`src/rtl/rover_pkg.sv`:
```
// Shared rover definitions: UART byte width and the transmit feeder FSM encoding.
package rover_pkg;
  localparam int UART_DATA_W  = 8;
  localparam int GUARD_CYCLES = 4;

  typedef enum logic [1:0] {
    IDLE      = 2'd0,
    ISSUE     = 2'd1,
    WAIT_BUSY = 2'd2,
    WAIT_DONE = 2'd3
  } feeder_state_e;
endpackage

```
`src/rtl/uart_tx_feeder_if.sv`:
```
// Producer write handshake plus the start/data/ready link to the UART transmitter.
interface uart_tx_feeder_if;
  logic                             wr_valid;
  logic [rover_pkg::UART_DATA_W-1:0] wr_data;
  logic                             wr_ready;
  logic                             tx_start;
  logic [rover_pkg::UART_DATA_W-1:0] tx_data;
  logic                             tx_ready;

  modport slave  (input  wr_valid, wr_data, tx_ready,
                  output wr_ready, tx_start, tx_data);
  modport master (output wr_valid, wr_data, tx_ready,
                  input  wr_ready, tx_start, tx_data);
endinterface

```
`src/rtl/sync_fifo.sv`:
```
// Single-clock circular-buffer FIFO with a show-ahead head; shared with the receive path.
module sync_fifo #(
  parameter int DEPTH = 16,
  parameter int WIDTH = 8,
  parameter int CNT_W = $clog2(DEPTH) + 1
) (
  input  logic             clk,
  input  logic             rst,
  input  logic             push,
  input  logic [WIDTH-1:0] din,
  input  logic             pop,
  output logic [WIDTH-1:0] dout,
  output logic [CNT_W-1:0] count,
  output logic             empty,
  output logic             full
);
  localparam int PTR_W = $clog2(DEPTH);
  localparam logic [CNT_W-1:0] FULL_CNT = CNT_W'(DEPTH);

  logic [WIDTH-1:0] mem [DEPTH];
  logic [PTR_W-1:0] wr_ptr, rd_ptr;
  logic             do_push, do_pop;

  assign empty   = (count == '0);
  assign full    = (count == FULL_CNT);
  assign do_push = push & ~full;
  assign do_pop  = pop & ~empty;
  assign dout    = mem[rd_ptr];

  // Storage carries no reset; stale bytes are never visible because count gates the head.
  always_ff @(posedge clk)
    if (do_push) mem[wr_ptr] <= din;

  // Pointers are exactly PTR_W bits, so DEPTH-1 -> 0 wrap is the natural overflow.
  always_ff @(posedge clk) begin
    if (rst) begin
      wr_ptr <= '0;
      rd_ptr <= '0;
      count  <= '0;
    end else begin
      if (do_push) wr_ptr <= wr_ptr + 1'b1;
      if (do_pop)  rd_ptr <= rd_ptr + 1'b1;
      case ({do_push, do_pop})
        2'b10:   count <= count + 1'b1;
        2'b01:   count <= count - 1'b1;
        default: count <= count;
      endcase
    end
  end
endmodule

```
`src/rtl/uart_tx_feeder.sv`:
```
// Byte FIFO feeding a UART transmitter: one start pulse per byte, paced by tx_ready.
module uart_tx_feeder
  import rover_pkg::*;
#(
  parameter int DEPTH = 16,
  parameter int CNT_W = $clog2(DEPTH) + 1
) (
  input  logic             clk,
  input  logic             rst,
  uart_tx_feeder_if.slave  bus,
  output logic [CNT_W-1:0] count,
  output logic             empty,
  output logic             full,
  output logic             idle
);
  feeder_state_e          state_q, state_d;
  logic [1:0]             guard_q;
  logic [UART_DATA_W-1:0] head, tx_data_q;

  sync_fifo #(.DEPTH(DEPTH), .WIDTH(UART_DATA_W), .CNT_W(CNT_W)) u_fifo (
    .clk   (clk),
    .rst   (rst),
    .push  (bus.wr_valid),
    .din   (bus.wr_data),
    .pop   (state_q == ISSUE),
    .dout  (head),
    .count (count),
    .empty (empty),
    .full  (full)
  );

  assign bus.wr_ready = ~full;
  assign bus.tx_start = (state_q == ISSUE);
  assign bus.tx_data  = tx_data_q;
  assign idle         = empty & (state_q == IDLE);

  always_comb begin
    state_d = state_q;
    case (state_q)
      IDLE:      if (!empty && bus.tx_ready) state_d = ISSUE;
      ISSUE:     state_d = WAIT_BUSY;
      // Guard exit covers a transmitter that never dropped ready for our start.
      WAIT_BUSY: if (!bus.tx_ready || guard_q == 2'(GUARD_CYCLES - 1)) state_d = WAIT_DONE;
      WAIT_DONE: if (bus.tx_ready) state_d = IDLE;
      default:   state_d = IDLE;
    endcase
  end

  always_ff @(posedge clk) begin
    if (rst) begin
      state_q   <= IDLE;
      guard_q   <= '0;
      tx_data_q <= '0;
    end else begin
      state_q <= state_d;
      guard_q <= (state_q == WAIT_BUSY) ? guard_q + 1'b1 : 2'd0;
      // Capture the head on entry to ISSUE so tx_data is valid alongside tx_start.
      if (state_q == IDLE && state_d == ISSUE) tx_data_q <= head;
    end
  end
endmodule

```
`src/flat_wrapper.sv`:
```
// flat-port wrapper written by rule: the top's interface ports become plain ports
module uart_tx_feeder_flat import rover_pkg::*;
#(
  parameter int DEPTH = 16,
  parameter int CNT_W = $clog2(DEPTH) + 1
)
  (clk, rst, count, empty, full, idle, bus_wr_valid, bus_wr_data, bus_tx_ready, bus_wr_ready, bus_tx_start, bus_tx_data);
  uart_tx_feeder_if bus_i ();
  input  logic clk;
  input  logic rst;
  output logic [CNT_W-1:0] count;
  output logic empty;
  output logic full;
  output logic idle;
  input wire logic [$bits(bus_i.wr_valid)-1:0] bus_wr_valid;
  input wire logic [$bits(bus_i.wr_data)-1:0] bus_wr_data;
  input wire logic [$bits(bus_i.tx_ready)-1:0] bus_tx_ready;
  output wire logic [$bits(bus_i.wr_ready)-1:0] bus_wr_ready;
  output wire logic [$bits(bus_i.tx_start)-1:0] bus_tx_start;
  output wire logic [$bits(bus_i.tx_data)-1:0] bus_tx_data;
  assign bus_i.wr_valid = bus_wr_valid;
  assign bus_i.wr_data = bus_wr_data;
  assign bus_i.tx_ready = bus_tx_ready;
  assign bus_wr_ready = bus_i.wr_ready;
  assign bus_tx_start = bus_i.tx_start;
  assign bus_tx_data = bus_i.tx_data;
  uart_tx_feeder #(.DEPTH(DEPTH), .CNT_W(CNT_W)) u_core (.clk(clk), .rst(rst), .bus(bus_i), .count(count), .empty(empty), .full(full), .idle(idle));
endmodule
```
`config.mk`:
```
export PLATFORM = sky130hd
export DESIGN_NAME = uart_tx_feeder_flat
export DESIGN_NICKNAME = d
export VERILOG_FILES = /design/src/rtl/rover_pkg.sv /design/src/rtl/uart_tx_feeder_if.sv /design/src/rtl/sync_fifo.sv /design/src/rtl/uart_tx_feeder.sv /design/src/flat_wrapper.sv
export SDC_FILE = /design/constraint.sdc
export NUM_CORES = 1
export LEC_CHECK = 0
export BUFFER_PORTS_ARGS = -buffer_cell sky130_fd_sc_hd__buf_2
export CAP_MARGIN = 20
export CORE_MARGIN = 2
export CORE_UTILIZATION = 40
export DETAILED_ROUTE_END_ITERATION = 12
export MAX_ROUTING_LAYER = met4
export PLACE_DENSITY = 0.62
export SYNTH_ARGS = -nofsm -noshare
export SYNTH_HDL_FRONTEND = slang
export SYNTH_SLANG_ARGS = --single-unit
```
`constraint.sdc`:
```
create_clock -name clk -period 4 [get_ports clk]
set_clock_uncertainty 0.1 [all_clocks]
set_input_delay 0.4 -clock clk [delete_from_list [all_inputs] [get_ports clk]]
set_output_delay 0.4 -clock clk [all_outputs]
set_load 0.05 [all_outputs]
```
==> results of run 1 <==
==> kinds of logic after synthesis <==
kind of cell	count (synthesis)	share of synthesized area, %
fa+ha+maj	9	1.807
compound gates	29	3.593
mux	55	14.49
flops	153	69.69
xor+xnor	9	1.265
simple gates	80	6.784
buf+inv	30	2.369
==> through the flow <==
step / instance area, um^2 / setup slack [ns] / std cells
4_1_cts: 7106 / 0.7346 / 597
6_report: 7137 / 0.7503 / 599
3_3_place_gp: 6545 / 0.8506 / 565
3_5_place_dp: 6545 / 0.7532 / 565
2_1_floorplan: 6233 / 0.5530 / 365
5_1_grt: 7137 / 0.4764 / 599
==> synth_stat cells, types with 4 or more instances <==
| cell | instances |
|---|---|
| and3_1 | 4 |
| buf_2 | 4 |
| clkbuf_1 | 11 |
| dfxtp_1 | 25 |
| edfxtp_1 | 128 |
| ha_1 | 9 |
| inv_1 | 7 |
| mux2i_1 | 25 |
| mux4_2 | 28 |
| nand2_1 | 9 |
| nand3b_1 | 9 |
| nor2_1 | 29 |
| nor2b_1 | 4 |
| nor3_1 | 9 |
| nor4b_1 | 4 |
| o211ai_1 | 4 |
| o221ai_1 | 7 |
| xor2_1 | 8 |
==> layout make-up <==
cell class	instances	area [um^2]
fill	1301	8065
sequential	153	4347
multi-input combinational	182	1747
clock buffer	21	440.4
tap	188	235.2
timing repair buffer	37	221.5
clock inverter	11	120.1
inverter	7	26.28
==> worst max-delay path by stage <==
stage / from / endpoint / slack, ns
after global placement: u_core.u_fifo.count[0] / u_core.u_fifo.count[4] / 0.85
final: u_core.u_fifo.count[0] / u_core.u_fifo.count[4] / 0.75
after detailed placement: u_core.u_fifo.count[0] / u_core.u_fifo.count[4] / 0.75
after global routing: u_core.u_fifo.count[1] / u_core.u_fifo.count[4] / 0.48
after CTS: u_core.u_fifo.count[0] / u_core.u_fifo.count[4] / 0.73
after floorplan: u_core.state_q[0] / u_core.u_fifo.count[4] / 0.55
==> report_power, final <==
group          switching [uW]  leakage (uW)  internal [uW]
registers                36.8       0.00136           1770
logic                     216      0.000730           94.2
clock network             613      0.000277            919
total                     866       0.00237           2780
==> sequential cells by signal, summed over array words and instances, names as in the netlist <==
register / count
u_core.guard_q: 2
u_core.state_q: 2
u_core.u_fifo.mem: 128
u_core.u_fifo.count: 5
u_core.bus.tx_data: 8
u_core.u_fifo.wr_ptr: 4
u_core.u_fifo.rd_ptr: 4
==> worst max-delay path: stages (launching register included) <==
cell	delay, ns
dfxtp_1	0.37
or4_4	0.63
o21ai_1	0.28
inv_1	0.11
ha_1	0.31
xor2_1	0.18
ha_1	0.19
a21oi_1	0.26
a32oi_1	0.16
a31oi_1	0.20
mux2_2	0.35
==> placed cells by master, fill, tap and decap left out, drive strengths merged, types with 7 or more instances in the layout <==
cell,count
nor2,29
clkbuf,21
buf,37
dfxtp,25
nand2,9
ha,9
nor3,9
edfxtp,128
o221ai,7
xor2,8
inv,10
mux4,28
mux2i,25
nand3b,9
==> metal layers <==
metal | wire length, um | vias up
met5 | 0 | -
met4 | 143 | 0
met3 | 543 | 12
met2 | 5955 | 68
met1 | 5661 | 1664
li1 | - | 1505
==> reports/metrics.cfg, run 1 <==
[outcome]
outcome=completed

[grt]
grt.busiest_layer=met2
antenna_found_initial=0
met1_usage_pct=21.52
first_global_vias=3283
met3_usage_pct=3.867
use_met2_pct=25.61
grt_pass1_wl_um=18970
grt_usage_pct=16.49
grt-ovfl-total=0
grt_max_degree=39

[floorplan]
fp.coreArea_um2=15200
io_pins=30
fp.dieH_um=128.8
dieWidth_um=128.8
initial_core_util_pct=41.00
die-area_um2=16600
rows=45

[routing]
routed_wl_um=12300
drc=0
via_per_inst=5.424
via_count=3249
ant_nets=0
dr.pass1.iters=5
drt_iter0_markers=246
detail_route.wl_per_cell_um=20.54

[logic_synthesis]
ys_ff_latch=153
netlist.area_leader.share_pct=61.66
syn_inst=365
synth_top_area_cell=edfxtp_1
async_flop_share_pct=0
synth_fp_nets=386
netlist_top_cells_area=edfxtp_1 62%, mux4_2 10%, dfxtp_1 8.0%
synth_warnings=0
syn-cell-area_um2=6233
synth_cell_types=42
ys_seq_area_share_pct=69.69
synth-edff-count=128
synth_flop_cell=edfxtp_1
syn_area_per_cell_um2=17.08

[sta]
rsz0062_at_grt=no
max_slew.worst_pin.slew_ns=1.050
slew_viol_final=0
setup_violations=0
hold_viol=0
tns_ns=0
whs_ns=0.2590
period_share_pct=81.24
fin_crit_ns=3.250
slew_headroom_pct=29.89
clock.fmax_mhz=307.7

[critical_path]
arrival_ns=3.46
critPathKind=flip-flop to flip-flop
worst-path-max-fanout=9
r2r-end=u_core.u_fifo.count[4]
r2r_slack_ns=0.75
reg2reg_from=u_core.u_fifo.count[0]
r2r_cells=10
cp-end-kind=flip-flop
cp-start-kind=flip-flop
crit_required_ns=4.21

[cts]
h-tree-depth=4
clk_latency_ns=0.42
cts_made_buffers=17
root_buffer=clkbuf_16
cts_resized=0
cts_sinks=153
post_cts_buffers=0
cts_hold_buf=0
path_clk_slew_ns=0.06
cts_tree=done
clock_path_buffers=2

[hold_path]
min_to=u_core.state_q[1]
hp-class=input pin to flip-flop
holdPathStages=3
hp-start=bus_tx_ready

[cells_and_area]
drive_above_1_share_pct=24.09
nets=419
final_util_pct=46.95
syn_to_final_growth_pct=14.49
antenna_cells=0

[flow_run]
max_cap_violations=0

[placed_design]
port_buffers=29
dpl.hpwl_um=7502
gp_congestion=0.7998

[pwr]
power_density_nw_per_um2=510.9
max-vdd-ir-drop_uv=264.5
power.leakage_uw=0.002367
finalPower_uw=3646

Note: power is estimated with default switching activity, not from simulation.
==> run 2, diff against run 1 <==
- ABC_AREA: not set -> 1
- PLACE_DENSITY: 0.62 -> 0.64
- clock period: 4 -> 2.96 ns (I/O delays scaled with it)
==> reports/metrics.cfg, run 2 <==
[outcome]
outcome=completed

[placed_design]
dpl.hpwl_um=9057
port_buffers=29
gp_congestion=0.8505

[critical_path]
crit_chain=nor2_2, nand4_2, nand2_1, inv_2, ha_1, xor2_1, ha_1, inv_1, nand2_1, nand3_1, nand2_1, nand2_1, nand2_1, nand2_1, a21oi_1
cp-end-kind=flip-flop
crit_buf_inv=2
cp-start-kind=flip-flop
critPathKind=flip-flop to flip-flop
crit_top_cell=nand2_1
max_stage_delay_ns=0.36
cpMaxStageDelayCell=dfxtp_1
worst-path-max-fanout=6
crit_required_ns=3.22
cp_top_family=simple AND/OR/NAND/NOR gates
arrival_ns=2.66

[cts]
post_cts_buffers=0
clk_latency_ns=0.43
root_buffer=clkbuf_16
cts_made_buffers=17
clock_path_buffers=2
cts_tree=done
cts_hold_buf=0
h-tree-depth=4
path_clk_slew_ns=0.06
cts_resized=0
cts_sinks=153

[cells_and_area]
final_util_pct=46.76
syn_to_final_growth_pct=14.77
largest_register=u_core.u_fifo.mem
largest_reg_flops=128
nets=738
layout_commonest_cell=nand2_1
n_fill_cell=1521
antenna_cells=0
drive_above_1_share_pct=10.70
final_cell_mix=202 x nand2_1, 128 x edfxtp_1, 101 x inv_1

[routing]
via_count=4566
dr.pass1.iters=5
routed_wl_um=14800
ant_nets=0
via_per_inst=4.811
drt_iter0_markers=336
drc=0
detail_route.wl_per_cell_um=15.60

[floorplan]
die-area_um2=17890
fp.coreArea_um2=16520
fp.dieH_um=133.7
io_pins=30
dieWidth_um=133.7
rows=47
initial_core_util_pct=40.74

[grt]
antenna_found_initial=0
grt_max_degree=67
grt-ovfl-total=0
first_global_vias=4210
grt_pass1_wl_um=23370
grt_usage_pct=18.10

[hold_path]
hp-class=input pin to flip-flop

[logic_synthesis]
synth_commonest_cells=202 x nand2_1, 128 x edfxtp_1, 101 x inv_1
syn-cell-area_um2=6733
synth-edff-count=128
synth_cell_types=26
synth_top_area_cell=edfxtp_1
synth_flop_cell=edfxtp_1
netlist_top_cells_area=edfxtp_1 57%, nand2_1 11%, dfxtp_1 7.4%
ys_ff_latch=153
synth_fp_nets=709
async_flop_share_pct=0
netlist.area_leader.share_pct=57.09
syn_area_per_cell_um2=9.786
yosysMostFrequentCell=nand2_1
synth_warnings=0
ys_seq_area_share_pct=64.52
syn_inst=688

[sta]
rsz0062_at_grt=no
max_slew.worst_pin.slew_ns=0.8079
period_share_pct=81.14
slew_viol_final=0
whs_ns=0.09575
setup_violations=0
hold_viol=0
tns_ns=0
fin_crit_ns=2.402
clock.fmax_mhz=416.4
slew_headroom_pct=45.94

[pwr]
power.leakage_uw=0.003282
p_sw_share_pct=31.58
clockPowerShare_pct=36.8
p_seq_share_pct=39.5
power_density_nw_per_um2=832.5
internal-power_uw=4401
p_sw_uw=2032
combPwrFrac_pct=23.8
max-vdd-ir-drop_uv=366.3

[flow_run]
max_cap_violations=0

run 2: layout make-up:
cell class	count	area [um^2]	area share (%)
inverters	110	412.9	5.343
multi-input cells	397	1818	23.53
clock inverters	11	201.4	2.607
repair buffers	38	237.7	3.076
well taps	220	275.3	3.562
clock buffers	20	436.7	5.651
flip-flops and latches	153	4345	56.23
run 2: metal layers:
metal	vias to the layer above	track usage (%)	wire, um
met3	24	4.490	1045
met4	0	6.856	343
met5	-	-	0
li1	2290	-	-
met1	2109	24.66	6723
met2	143	26.21	6689
run 2: cells by family (layout without fill, tap and decap cells):
| group | count (synthesis) | after routing | share of synthesized area [%] |
|---|---|---|---|
| DFF | 153 | 153 | 64.52 |
| and+or+nand+nor | 341 | 341 | 21.39 |
| xor gates and xnor gates | 6 | 6 | 0.7805 |
| AOI/OAI and AO/OA | 41 | 41 | 3.159 |
| adders and majority gates | 9 | 9 | 1.673 |
| buffers and inverters | 138 | 179 | 8.474 |
run 2: through the flow:
step	std cells	worst slack [ns]	total power, uW	cell area [um^2]
final	949	0.5582	6433	7727
after global routing	949	0.2770	6726	7727
after CTS	949	0.5826	6468	7727
after detailed placement	918	0.6014	4107	7089
after global placement	918	0.6313	4096	7089
after floorplan	688	0.1782	3688	6733
run 2: worst paths after layout:
| check | endpoint | slack [ns] | from | cells past startpoint |
|---|---|---|---|---|
| max | u_core.u_fifo.count[4] | 0.56 | u_core.u_fifo.count[0] | 15 |
| min | u_core.state_q[0] | 0.1 | bus_tx_ready | 4 |
| max reg2reg | u_core.u_fifo.count[4] | 0.56 | u_core.u_fifo.count[0] | 15 |
| min reg2reg | u_core.guard_q[0] | 0.33 | u_core.guard_q[0] | 1 |
run 2: power groups by stage:
stage | combinational, uW | clock (uW) | sequential (uW)
global route | 1680 | 2490 | 2550
finish | 1530 | 2360 | 2540
detailed placement | 1520 | 0 | 2590
global placement | 1510 | 0 | 2580
CTS | 1530 | 2400 | 2540
floorplan | 911 | 0 | 2780
run 2: worst min-delay path, stage by stage:
cell and delay (ns):
buf_2 0.12, inv_1 0.04, nand2_1 0.05, a211oi_1 0.06
==> run 3, diff against run 2 <==
- clock period: 2.96 -> 2.1 ns (I/O delays scaled with it)
==> reports/metrics.cfg, run 3 (synthesized netlist as in run 2, its figures left out) <==
[placed_design]
placed_area_um2=7295
dpl.hpwl_um=9562
port_buffers=29
gp_congestion=0.7835
dp_slack_ns=0.04740
dp_cells=936

[critical_path]
cpMaxStageDelayCell=dfxtp_4
critPathKind=flip-flop to flip-flop
arrival_ns=2.18
crit_chain=nor2_4, nand4_4, nand2_2, inv_2, ha_4, xor2_2, ha_1, inv_1, nand2_1, nand3_1, nand2_1, nand2_1, nand2_1, nand2_1, a21oi_2
cp_top_family=simple AND/OR/NAND/NOR gates
crit_required_ns=2.29
r2r_cells=15
worst-path-max-fanout=5
max_stage_delay_ns=0.36
r2r_slack_ns=0.11
crit_buf_inv=2
r2r-end=u_core.u_fifo.count[4]
cp-start-kind=flip-flop
crit_top_cell=nand2_1
reg2reg_from=u_core.u_fifo.count[3]
cp-end-kind=flip-flop

[cts]
clock_path_buffers=2
cts_tree=done
path_clk_slew_ns=0.06
cts_hold_buf=0
cts_made_buffers=17
h-tree-depth=4
clk_latency_ns=0.41
root_buffer=clkbuf_16
cts_sinks=153

[sta]
max_slew.worst_pin.slew_ns=0.6295
setup_violations=0
period_share_pct=94.65
slew_viol_final=0
fin_crit_ns=1.988
fin_ws_ns=0.1123
slew_headroom_pct=57.88
hold_viol=0
rsz0062_at_grt=yes
clock.fmax_mhz=503.1

[floorplan]
initial_core_util_pct=40.74
fp.coreArea_um2=16520
fp.dieH_um=133.7
die-area_um2=17890
io_pins=30
dieWidth_um=133.7
rows=47

[flow_run]
max_cap_violations=0

[grt]
grt_pass1_wl_um=24120
grt_usage_pct=18.47
grt_max_degree=43
antenna_found_initial=0
grt-ovfl-total=0
first_global_vias=4360

[pwr]
max-vdd-ir-drop_uv=557.4
internal-power_uw=5959
power_density_nw_per_um2=1120
clockPowerShare_pct=33.5
power.leakage_uw=0.003365
p_sw_uw=2889
p_sw_share_pct=32.66
p_seq_share_pct=40.5
combPwrFrac_pct=26.0

[cells_and_area]
largest_register=u_core.u_fifo.mem
nets=757
antenna_cells=0
stdcell_count=969
n_fill_cell=1505
largest_reg_flops=128
layout_commonest_cell=nand2_1
drive_above_1_share_pct=14.95
syn_to_final_growth_pct=17.30
final_cell_mix=201 x nand2_1, 128 x edfxtp_1, 100 x inv_1
design_area_um2=7898

[hold_path]
holdPathStages=4
hp-start=bus_tx_ready
min_to=u_core.state_q[0]
hp-class=input pin to flip-flop

[routing]
drc=0
ant_nets=0
via_count=4645
routed_wl_um=14990
detail_route.wl_per_cell_um=15.47
via_per_inst=4.794
drt_iter0_markers=483
dr.pass1.iters=5

[outcome]
outcome=completed

==> run 3: layer usage <==
metal,vias up,part of all wire [%],GRT usage [%]
li1,2328,-,-
met1,2192,46,25.30
met2,114,48,28.06
met3,11,5.6,3.653
met4,0,0.91,5.319
met5,-,0,-
==> run 3: final cells by class <==
class / instances / area (um^2) / area share, %
Sequential cell: 153 / 4365 / 55.28
Timing Repair Buffer: 57 / 392.9 / 4.975
Inverter: 110 / 412.9 / 5.228
Tap cell: 220 / 275.3 / 3.485
Clock buffer: 21 / 440.4 / 5.577
Clock inverter: 11 / 128.9 / 1.632
Multi-Input combinational cell: 397 / 1882 / 23.83
==> run 3: worst max-delay path by stage <==
stage,start,slack [ns],end,cells after the start
2_1_floorplan,u_core.u_fifo.count[3],-0.08,u_core.u_fifo.count[4],14
3_3_place_gp,u_core.state_q[0],0.11,u_core.u_fifo.count[4],15
3_5_place_dp,u_core.state_q[0],0.05,u_core.u_fifo.count[4],15
4_1_cts,u_core.state_q[0],0.01,u_core.u_fifo.count[4],15
5_1_grt,u_core.u_fifo.count[3],-0.04,u_core.u_fifo.count[4],15
6_report,u_core.u_fifo.count[3],0.11,u_core.u_fifo.count[4],15
==> run 3: tightest hold or removal path, cell delays in order <==
cell and delay (ns):
buf_2 0.11, inv_1 0.04, nand2_1 0.05, a211oi_1 0.07
==> run 3: power by group through the flow <==
stage          clock (uW)  combinational, uW  sequential, uW
2_1_floorplan           0               1320            3940
3_3_place_gp            0               2260            3630
3_5_place_dp            0               2270            3640
4_1_cts              3020               2290            3580
5_1_grt              3140               2530            3610
6_report             2970               2300            3580
==> run 3: per-stage QoR <==
step	TNS [ns]	hold slack, ns	power (uW)	utilization [%]
floorplan	-0.1539	0.2089	5257	-
global placement	0	0.3195	5889	44.14
detailed placement	0	0.3188	5915	44.14
CTS	0	0.002392	8884	47.59
global route	-0.06432	0.03632	9285	47.79
finish	0	0.01111	8848	47.79
==> run 3: timing repair <==
item,in CTS,in global routing
setup buffers,0,1
endpoints found under the setup margin,0,10
resized for setup,0,7
